===== src/rtl/modbus_pkg.sv =====
// Shared types and constants for the Modbus RTU serial receiver.
// Parity modes, RX state encoding and the parity check helper.
package modbus_pkg;

  localparam int PARITY_NONE = 0;
  localparam int PARITY_EVEN = 1;
  localparam int PARITY_ODD  = 2;

  localparam int SILENCE_BITS_DEF = 39;

  typedef enum logic [2:0] {
    S_IDLE,
    S_START,
    S_DATA,
    S_PAR,
    S_STOP
  } rx_state_t;

  // Even/odd check across the data bits plus the received parity bit.
  function automatic logic parity_err(
    input int         mode,
    input logic [7:0] data,
    input logic       pbit
  );
    logic ones;
    ones = ^data ^ pbit;
    if (mode == PARITY_EVEN) return ones;
    if (mode == PARITY_ODD)  return ~ones;
    return 1'b0;
  endfunction

endpackage


===== src/rtl/modbus_silence_timer.sv =====
// RTU end-of-frame detector: one pulse after TERM idle-high cycles.
// Armed by each committed byte, disarmed by its own pulse.
module modbus_silence_timer #(
  parameter int TERM = 624
) (
  input  logic clk,
  input  logic rst,
  input  logic arm,
  input  logic idle,
  output logic silence
);

  localparam int W = $clog2(TERM + 1);
  localparam logic [W-1:0] FULL = W'(TERM);
  localparam logic [W-1:0] LAST = W'(TERM - 1);

  logic [W-1:0] cnt;
  logic         armed;

  // Count idle cycles, saturate at TERM, pulse once per arming.
  always_ff @(posedge clk or negedge rst) begin
    if (!rst) begin
      cnt     <= '0;
      armed   <= 1'b0;
      silence <= 1'b0;
    end else begin
      silence <= 1'b0;
      if (!idle)
        cnt <= '0;
      else if (cnt != FULL)
        cnt <= cnt + 1'b1;
      if (arm) begin
        armed <= 1'b1;
      end else if (armed && idle && cnt == LAST) begin
        armed   <= 1'b0;
        silence <= 1'b1;
      end
    end
  end

endmodule


===== src/rtl/modbus_uart_rx.sv =====
// Modbus RTU UART receiver with level/request byte handshake.
// Flags parity, framing and overflow per byte; emits RTU silence.
module modbus_uart_rx
  import modbus_pkg::*;
#(
  parameter int CLK_DIV      = 16,
  parameter int PARITY       = PARITY_EVEN,
  parameter int SILENCE_BITS = SILENCE_BITS_DEF
) (
  input  logic       clk,
  input  logic       rst,
  input  logic       rx,
  output logic [8:0] dataOut,
  output logic       dataReceived,
  input  logic       receiveReq,
  output logic       parityError,
  output logic       framingError,
  output logic       overflow,
  output logic       silence
);

  localparam int DW = $clog2(CLK_DIV);
  localparam logic [DW-1:0] DIV_LAST = DW'(CLK_DIV - 1);
  localparam logic [DW-1:0] DIV_HALF = DW'(CLK_DIV / 2 - 1);
  localparam bit HAS_PAR = (PARITY != PARITY_NONE);

  logic          s0;
  logic          s1;
  logic          rxs;
  logic [1:0]    fill;
  logic          rxs_d;
  logic          fall;
  rx_state_t     state;
  logic [DW-1:0] div;
  logic [2:0]    bitn;
  logic [7:0]    shreg;
  logic          pbit;
  logic          commit;
  logic          accept;

  assign rxs    = s1;
  assign fall   = rxs_d & ~rxs;
  assign commit = (state == S_STOP) && (div == '0);
  assign accept = receiveReq & dataReceived;

  // Two-flop synchroniser; rxs_d only trusts samples taken after reset,
  // so a line held low through reset needs a high before a start.
  always_ff @(posedge clk or negedge rst) begin
    if (!rst) begin
      s0    <= 1'b1;
      s1    <= 1'b1;
      fill  <= 2'b00;
      rxs_d <= 1'b0;
    end else begin
      s0    <= rx;
      s1    <= s0;
      fill  <= {fill[0], 1'b1};
      rxs_d <= rxs & fill[1];
    end
  end

  // Bit FSM plus byte commit and consumer handshake.
  always_ff @(posedge clk or negedge rst) begin
    if (!rst) begin
      state        <= S_IDLE;
      div          <= '0;
      bitn         <= '0;
      shreg        <= '0;
      pbit         <= 1'b0;
      dataOut      <= '0;
      dataReceived <= 1'b0;
      parityError  <= 1'b0;
      framingError <= 1'b0;
      overflow     <= 1'b0;
    end else begin
      unique case (state)
        S_IDLE: begin
          if (fall) begin
            state <= S_START;
            div   <= DIV_HALF;
          end
        end
        S_START: begin
          if (div != '0) begin
            div <= div - 1'b1;
          end else if (rxs) begin
            state <= S_IDLE;
          end else begin
            state <= S_DATA;
            div   <= DIV_LAST;
            bitn  <= '0;
          end
        end
        S_DATA: begin
          if (div != '0) begin
            div <= div - 1'b1;
          end else begin
            shreg <= {rxs, shreg[7:1]};
            div   <= DIV_LAST;
            bitn  <= bitn + 1'b1;
            if (bitn == 3'd7)
              state <= HAS_PAR ? S_PAR : S_STOP;
          end
        end
        S_PAR: begin
          if (div != '0) begin
            div <= div - 1'b1;
          end else begin
            pbit  <= rxs;
            div   <= DIV_LAST;
            state <= S_STOP;
          end
        end
        S_STOP: begin
          if (div != '0)
            div <= div - 1'b1;
          else
            state <= S_IDLE;
        end
        default: state <= S_IDLE;
      endcase

      if (commit) begin
        dataOut      <= {HAS_PAR ? pbit : 1'b0, shreg};
        parityError  <= parity_err(PARITY, shreg, pbit);
        framingError <= ~rxs;
        overflow     <= dataReceived & ~receiveReq;
        dataReceived <= 1'b1;
      end else if (accept) begin
        dataReceived <= 1'b0;
        parityError  <= 1'b0;
        framingError <= 1'b0;
        overflow     <= 1'b0;
      end
    end
  end

  modbus_silence_timer #(
    .TERM(SILENCE_BITS * CLK_DIV)
  ) u_sil (
    .clk    (clk),
    .rst    (rst),
    .arm    (commit),
    .idle   ((state == S_IDLE) && rxs),
    .silence(silence)
  );

endmodule

===== config.mk =====
export PLATFORM = sky130hd
export DESIGN_NAME = modbus_uart_rx
export DESIGN_NICKNAME = d
export VERILOG_FILES = /design/src/rtl/modbus_pkg.sv /design/src/rtl/modbus_silence_timer.sv /design/src/rtl/modbus_uart_rx.sv
export SDC_FILE = /design/constraint.sdc
export NUM_CORES = 1
export LEC_CHECK = 0
export BUFFER_PORTS_ARGS = -buffer_cell sky130_fd_sc_hd__clkbuf_2
export CAP_MARGIN = 25
export CORE_MARGIN = 2
export CORE_UTILIZATION = 45
export CTS_CLUSTER_SIZE = 12
export DETAILED_ROUTE_END_ITERATION = 10
export PLACE_DENSITY = 0.6
export REMOVE_ABC_BUFFERS = 1
export SLEW_MARGIN = 20
export SYNTH_ARGS = -nofsm -noshare
export SYNTH_HDL_FRONTEND = slang
export SYNTH_SLANG_ARGS = --single-unit
export TNS_END_PERCENT = 30

===== constraint.sdc =====
create_clock -name clk -period 3 [get_ports clk]
set_input_delay 0 -clock clk [delete_from_list [all_inputs] [get_ports clk]]
set_output_delay 0 -clock clk [all_outputs]
set_load 0.05 [all_outputs]

Word-level counts from Yosys, hierarchy flattened
Cells that the tools add are included.
Word-level totals
  word-level logic and storage cells: 94
  input bits: 4
  register bits after elaboration: 49
Operators by class
  muxes and demuxes: 31
  reductions and logical operators: 18
  eq/ne operators: 17
  add/sub/neg operators: 3
  bitwise gates (word level): 8
Operator list (count)
  3-bit 2-to-1 mux: 9
  10-bit 2-to-1 mux: 2
  4-bit 2-to-1 mux: 5
  2-bit != test (second input constant): 8
  4-bit one-hot mux with 4 select lines: 1
  3-bit one-hot mux with 5 select lines: 1
  1-bit 2-to-1 mux: 11
  10-bit by 1-bit adder with 10-bit output (second input constant): 1
  10-bit equality test (second input constant): 1
  10-bit != test (second input constant): 1
  4-bit AND reduction: 2
  4-bit nonzero test: 2
  8-bit XOR reduction: 1
  3-bit by 2-bit equality test with 1-bit output (second input constant): 2
  3-bit equality test (second input constant): 2
  3-bit one-hot mux with 2 select lines: 1
  6-bit AND reduction: 1
  2-bit nonzero test: 3
  1-bit AND: 4
  1-bit logical AND: 4
  4-bit logical NOT: 1
  2-bit AND reduction: 2
  4-bit by 1-bit subtractor with 4-bit output (second input constant): 1
  3-bit by 1-bit adder with 3-bit output (second input constant): 1
  8 further kinds: 10

Depth between registers and ports, before layout
  depth after elaboration: 6
  depth in mapped cells: 7
  mapped depth without buffers: 6

By module
From an unflattened synthesis, not the netlist that was laid out.
Unflattened totals
  cell total of the unflattened synthesis: 217
  area, all modules: 2361.0 um^2
Modules (own cells, without submodules)
  modbus_uart_rx: instances 1, area each 1740.4 um^2, cells each 157
  modbus_silence_timer: instances 1, area each 620.6 um^2, cells each 60

Least setup slack after synthesis
No wires, ideal clock.
  path type: register to register
  start point: register div[0]
  end point: register dataOut[7]
  path slack: 1.280 ns
  stages on the path, launching flop included: 7
  arrival time: 1.595 ns
  cell sequence: dfrtp_1 -> inv_1 -> ha_1 -> nor3b_4 -> nand3_4 -> buf_6 -> mux2_4
On the way
  longest elaborated chain between the ends: 2
Ends and longest elaborated chain
  start: declaration: RTL line modbus_uart_rx.sv:34  | logic [DW-1:0] div;
  start signal: assignment: RTL line modbus_uart_rx.sv:85  | div <= div - 1'b1;
  start signal: assignment: RTL line modbus_uart_rx.sv:96  | div <= div - 1'b1;
  start signal: assignment: RTL line modbus_uart_rx.sv:107  | div <= div - 1'b1;
  4-bit logical NOT: RTL line modbus_uart_rx.sv:43  | assign commit = (state == S_STOP) && (div == '0);
  1-bit logical AND: RTL line modbus_uart_rx.sv:43
  end signal: assignment: RTL line modbus_uart_rx.sv:124  | dataOut <= {HAS_PAR ? pbit : 1'b0, shreg};
  end: declaration: RTL line modbus_uart_rx.sv:13  | output logic [8:0] dataOut,
No other way between the ends.
A chain may end at the register's enable or synchronous reset.

Worst setup path after layout
  start point: register state[1]
  end point: register u_sil.silence
On the way
  longest elaborated chain between the ends: 6
Ends and longest elaborated chain
  start: declaration: RTL line modbus_uart_rx.sv:33  | rx_state_t state;
  start signal: assignment: RTL line modbus_uart_rx.sv:102  | state <= HAS_PAR ? S_PAR : S_STOP;
  3-bit logical NOT: RTL line modbus_uart_rx.sv:144  | .idle ((state == S_IDLE) && rxs),
  1-bit logical AND: RTL line modbus_uart_rx.sv:144
  1-bit logical AND (2 in a row): RTL line modbus_silence_timer.sv:34  | end else if (armed && idle && cnt == LAST) begin
  1-bit 2-to-1 mux: RTL line modbus_silence_timer.sv:34
  1-bit 2-to-1 mux *: RTL line modbus_silence_timer.sv:32  | if (arm) begin
  end signal: assignment: RTL line modbus_silence_timer.sv:25  | silence <= 1'b0;
  end signal: assignment: RTL line modbus_silence_timer.sv:27  | silence <= 1'b0;
  end signal: assignment: RTL line modbus_silence_timer.sv:36  | silence <= 1'b1;
  end: declaration: RTL line modbus_silence_timer.sv:10  | output logic silence
Mark *: on every way between the ends. The rest lies on a longest branch, timed or not.

==> key figures <==
Status
  • Status: finished, final reports clean

Final layout
  • Share of cells above drive strength 1: 24.1%
  • Number of nets in the layout: 220
  • Diode count: 0
  • Area growth, synth to finish: 12.8%

Synthesis
  • Seq/Total Area, Yosys: 54.1%
  • Synth area leaders: dfrtp_1, mux2_2, xor2_1
  • Cell taking the most area after synthesis: dfrtp_1
  • Most frequent cell after synthesis: dfrtp_1
  • Synth top area share: 51.8%
  • Syn Inst Count: 189
  • Post-Syn Area: 2270 um^2
  • Most used flip-flop cell after synthesis: dfrtp_1
  • Post-synthesis register bit count: 49
  • Post-synth EDFFs: 0
  • Library cells used by synthesis: 46
  • Syn_area_per_cell: 12.0 um^2
  • FFs w/ async S/R, synth: 100%
  • Post-synth top cells: dfrtp_1, mux2_2, nor2_1
  • Yosys warns: 0

Timing
  • Fin. Hold Viols: 0
  • Period utilization: 63.2%
  • Fmax: 527 MHz
  • Final worst setup slack: 1.10 ns
  • Slew Limit Fails: 0
  • RSZ-0062 raised after global routing: no
  • Slew margin rel.: 43.7%
  • Setup-failing EPs final: 0
  • Worst slew pin tran: 0.845 ns
  • Final worst path period need: 1.90 ns
  • Worst clock skew: 0.00836 ns
  • Setup TNS: 0 ns

Power
  • Clock power frac: 28.7%
  • Net Sw Power: 488 uW
  • LEAKAGE: 0.00121 uW
  • Switching Fraction: 29.4%
  • Seq pwr share: 50.0%
  • Power per cell area: 648 nW/um^2
  • Pint: 1170 uW
  • Logic pwr share: 21.3%
  • IR drop worst, VDD: 370 uV

Critical path
  • Crit Path Class: flip-flop to flip-flop
  • CP endpoint kind: flip-flop
  • R2R depth: 4
  • CP cell instances: nor2_1 > nand3b_1 > nor4_1 > and3_1
  • CP startpoint kind: flip-flop
  • Launch point of the worst path: state[1]
  • Worst setup path end: u_sil.silence
  • Critical Path AT: 2.13 ns
  • Slowest stage cell, crit path: dfrtp_1
  • CP Max Fanout: 15
  • Critical path's largest stage delay: 0.53 ns
  • Reg2reg end: u_sil.silence
  • Req. time, crit path: 3.23 ns
  • Worst reg2reg startpoint: state[1]
  • Worst reg2reg setup slack: 1.10 ns

Detailed routing
  • Wire length per cell: 14.0 um
  • Routed WL: 3.92 mm
  • DR vias/cell: 5.22
  • DR pass1 iterations: 4
  • Final ANT Viol Nets: 0
  • Via count: 1457
  • Post-route DRC: 0
  • DRT iter0 DRCs: 40

Die
  • FP Rows: 25
  • Die ar.: 5630 um^2
  • Starting Density: 47.4%
  • Die Y: 75.0 um
  • Die Width: 75.0 um
  • Io pins: 18
  • Total core area: 4790 um^2

CTS
  • Clock Pin Slew Worst Setup and Hold Paths: 0.09 ns
  • Setup Fix Bufs, Post-CTS: 0
  • CTS max path bufs: 2
  • Skew-Pair Late Insertion Delay: 0.30 ns
  • H-tree levels: 2
  • Total CTS buffers: 5
  • # clock sinks: 49
  • Root Buffer: clkbuf_8
  • CTS tree: yes

Global route
  • Vias in the first global route: 1535
  • Largest net degree at the start of global routing: 34
  • Grt ovf: 0
  • Initial antenna violation count: 0
  • Total track usage: 16.3%
  • First-pass GRT wire length: 6.85 mm

Place
  • Pre-CTS WS: 1.09 ns
  • Number of port buffers: 17
  • Placer Congestion: 0.849
  • Detailed Place HPWL: 2.74 mm

Job
  • Max_cap viols: 0

Worst hold path
  • Worst min path class: input pin to async pin
-- worst max-delay path: cells and delay by family, from the launching register on --
family | cells | cell delay [ns]
DFF | 1 | 0.53
and+or+nand+nor | 4 | 1.29
-- cells in the final DEF, fill, tap and decap left out, types with 4 or more instances in the layout --
cell type  count
dfrtp_1       47
mux2_2        17
clkbuf_2      17
nor2_1        16
inv_1          9
o21ai_0        8
xor2_1         8
nand3_1        6
a21oi_1        6
nand2_1        6
xnor2_1        6
clkbuf_8       6
ha_1           5
nand2b_1       4
-- power groups by stage --
stage	Sequential (uW)	Combinational, uW	Clock (uW)
global route	846	397	520
finish	830	353	477
floorplan	832	272	0
detailed placement	843	353	0
CTS	830	359	493
global placement	838	340	0
-- kinds of logic (layout without fill, tap and decap cells) --
logic type | after synthesis | after routing | share of synthesized area [%]
compound gates | 28 | 28 | 8.10
xor+xnor | 15 | 15 | 6.39
fa+ha+maj | 5 | 5 | 2.76
buf+inv | 15 | 38 | 2.87
flops | 49 | 49 | 54.1
mux | 20 | 20 | 9.98
other cells | 1 | 1 | 0.165
simple gates | 56 | 56 | 15.6
-- layout make-up --
class	count	area, um^2
Fill cell	432	2220
Sequential cell	49	1230
Multi-Input combinational cell	125	976
Timing Repair Buffer	21	123
Clock buffer	7	86.3
Tap cell	67	83.8
Inverter	9	33.8
Clock inverter	1	30.0
-- state kept, by name (all words and copies together), names as in the netlist, 2 cells and up --
| signal | flops |
|---|---|
| shreg | 8 |
| bitn | 3 |
| fill | 2 |
| state | 3 |
| dataOut | 9 |
| u_sil.cnt | 10 |
| div | 4 |
-- repair_timing --
action                                 4_1_cts  5_1_grt
hold buffers                                 3        0
endpoints found under the hold margin       34        0
gates resized for setup                      0        0
-- metal layers --
| layer | part of all wire (%) | global-route usage (%) |
|---|---|---|
| met1 | 48 | 20.9 |
| met2 | 48 | 26.7 |
| met3 | 3.5 | 4.42 |
| met4 | 1.2 | 5.75 |
| met5 | 0 | 0 |
-- through the flow --
stage               util, %  cell area (um^2)  total power [uW]  std cells  hold WS, ns
floorplan                 -              2240              1100        183       -0.296
global placement       50.5              2410              1180        268       0.0933
detailed placement     50.5              2410              1200        268       0.0973
CTS                    53.5              2560              1680        279        0.324
global route           53.5              2560              1760        279        0.340
finish                 53.5              2560              1660        279        0.330
-- how the worst min path moves through the flow --
stage          startpoint      end  slack (ns)  cells after the start
2_1_floorplan         rst  bitn[0]       -0.30                      0
3_3_place_gp           rx       s0        0.09                      1
3_5_place_dp           rx       s0         0.1                      1
4_1_cts                rx       s0        0.32                      2
5_1_grt                rx       s0        0.34                      2
6_report              rst  bitn[1]        0.33                      2
Note: power is estimated with default switching activity, not from simulation.
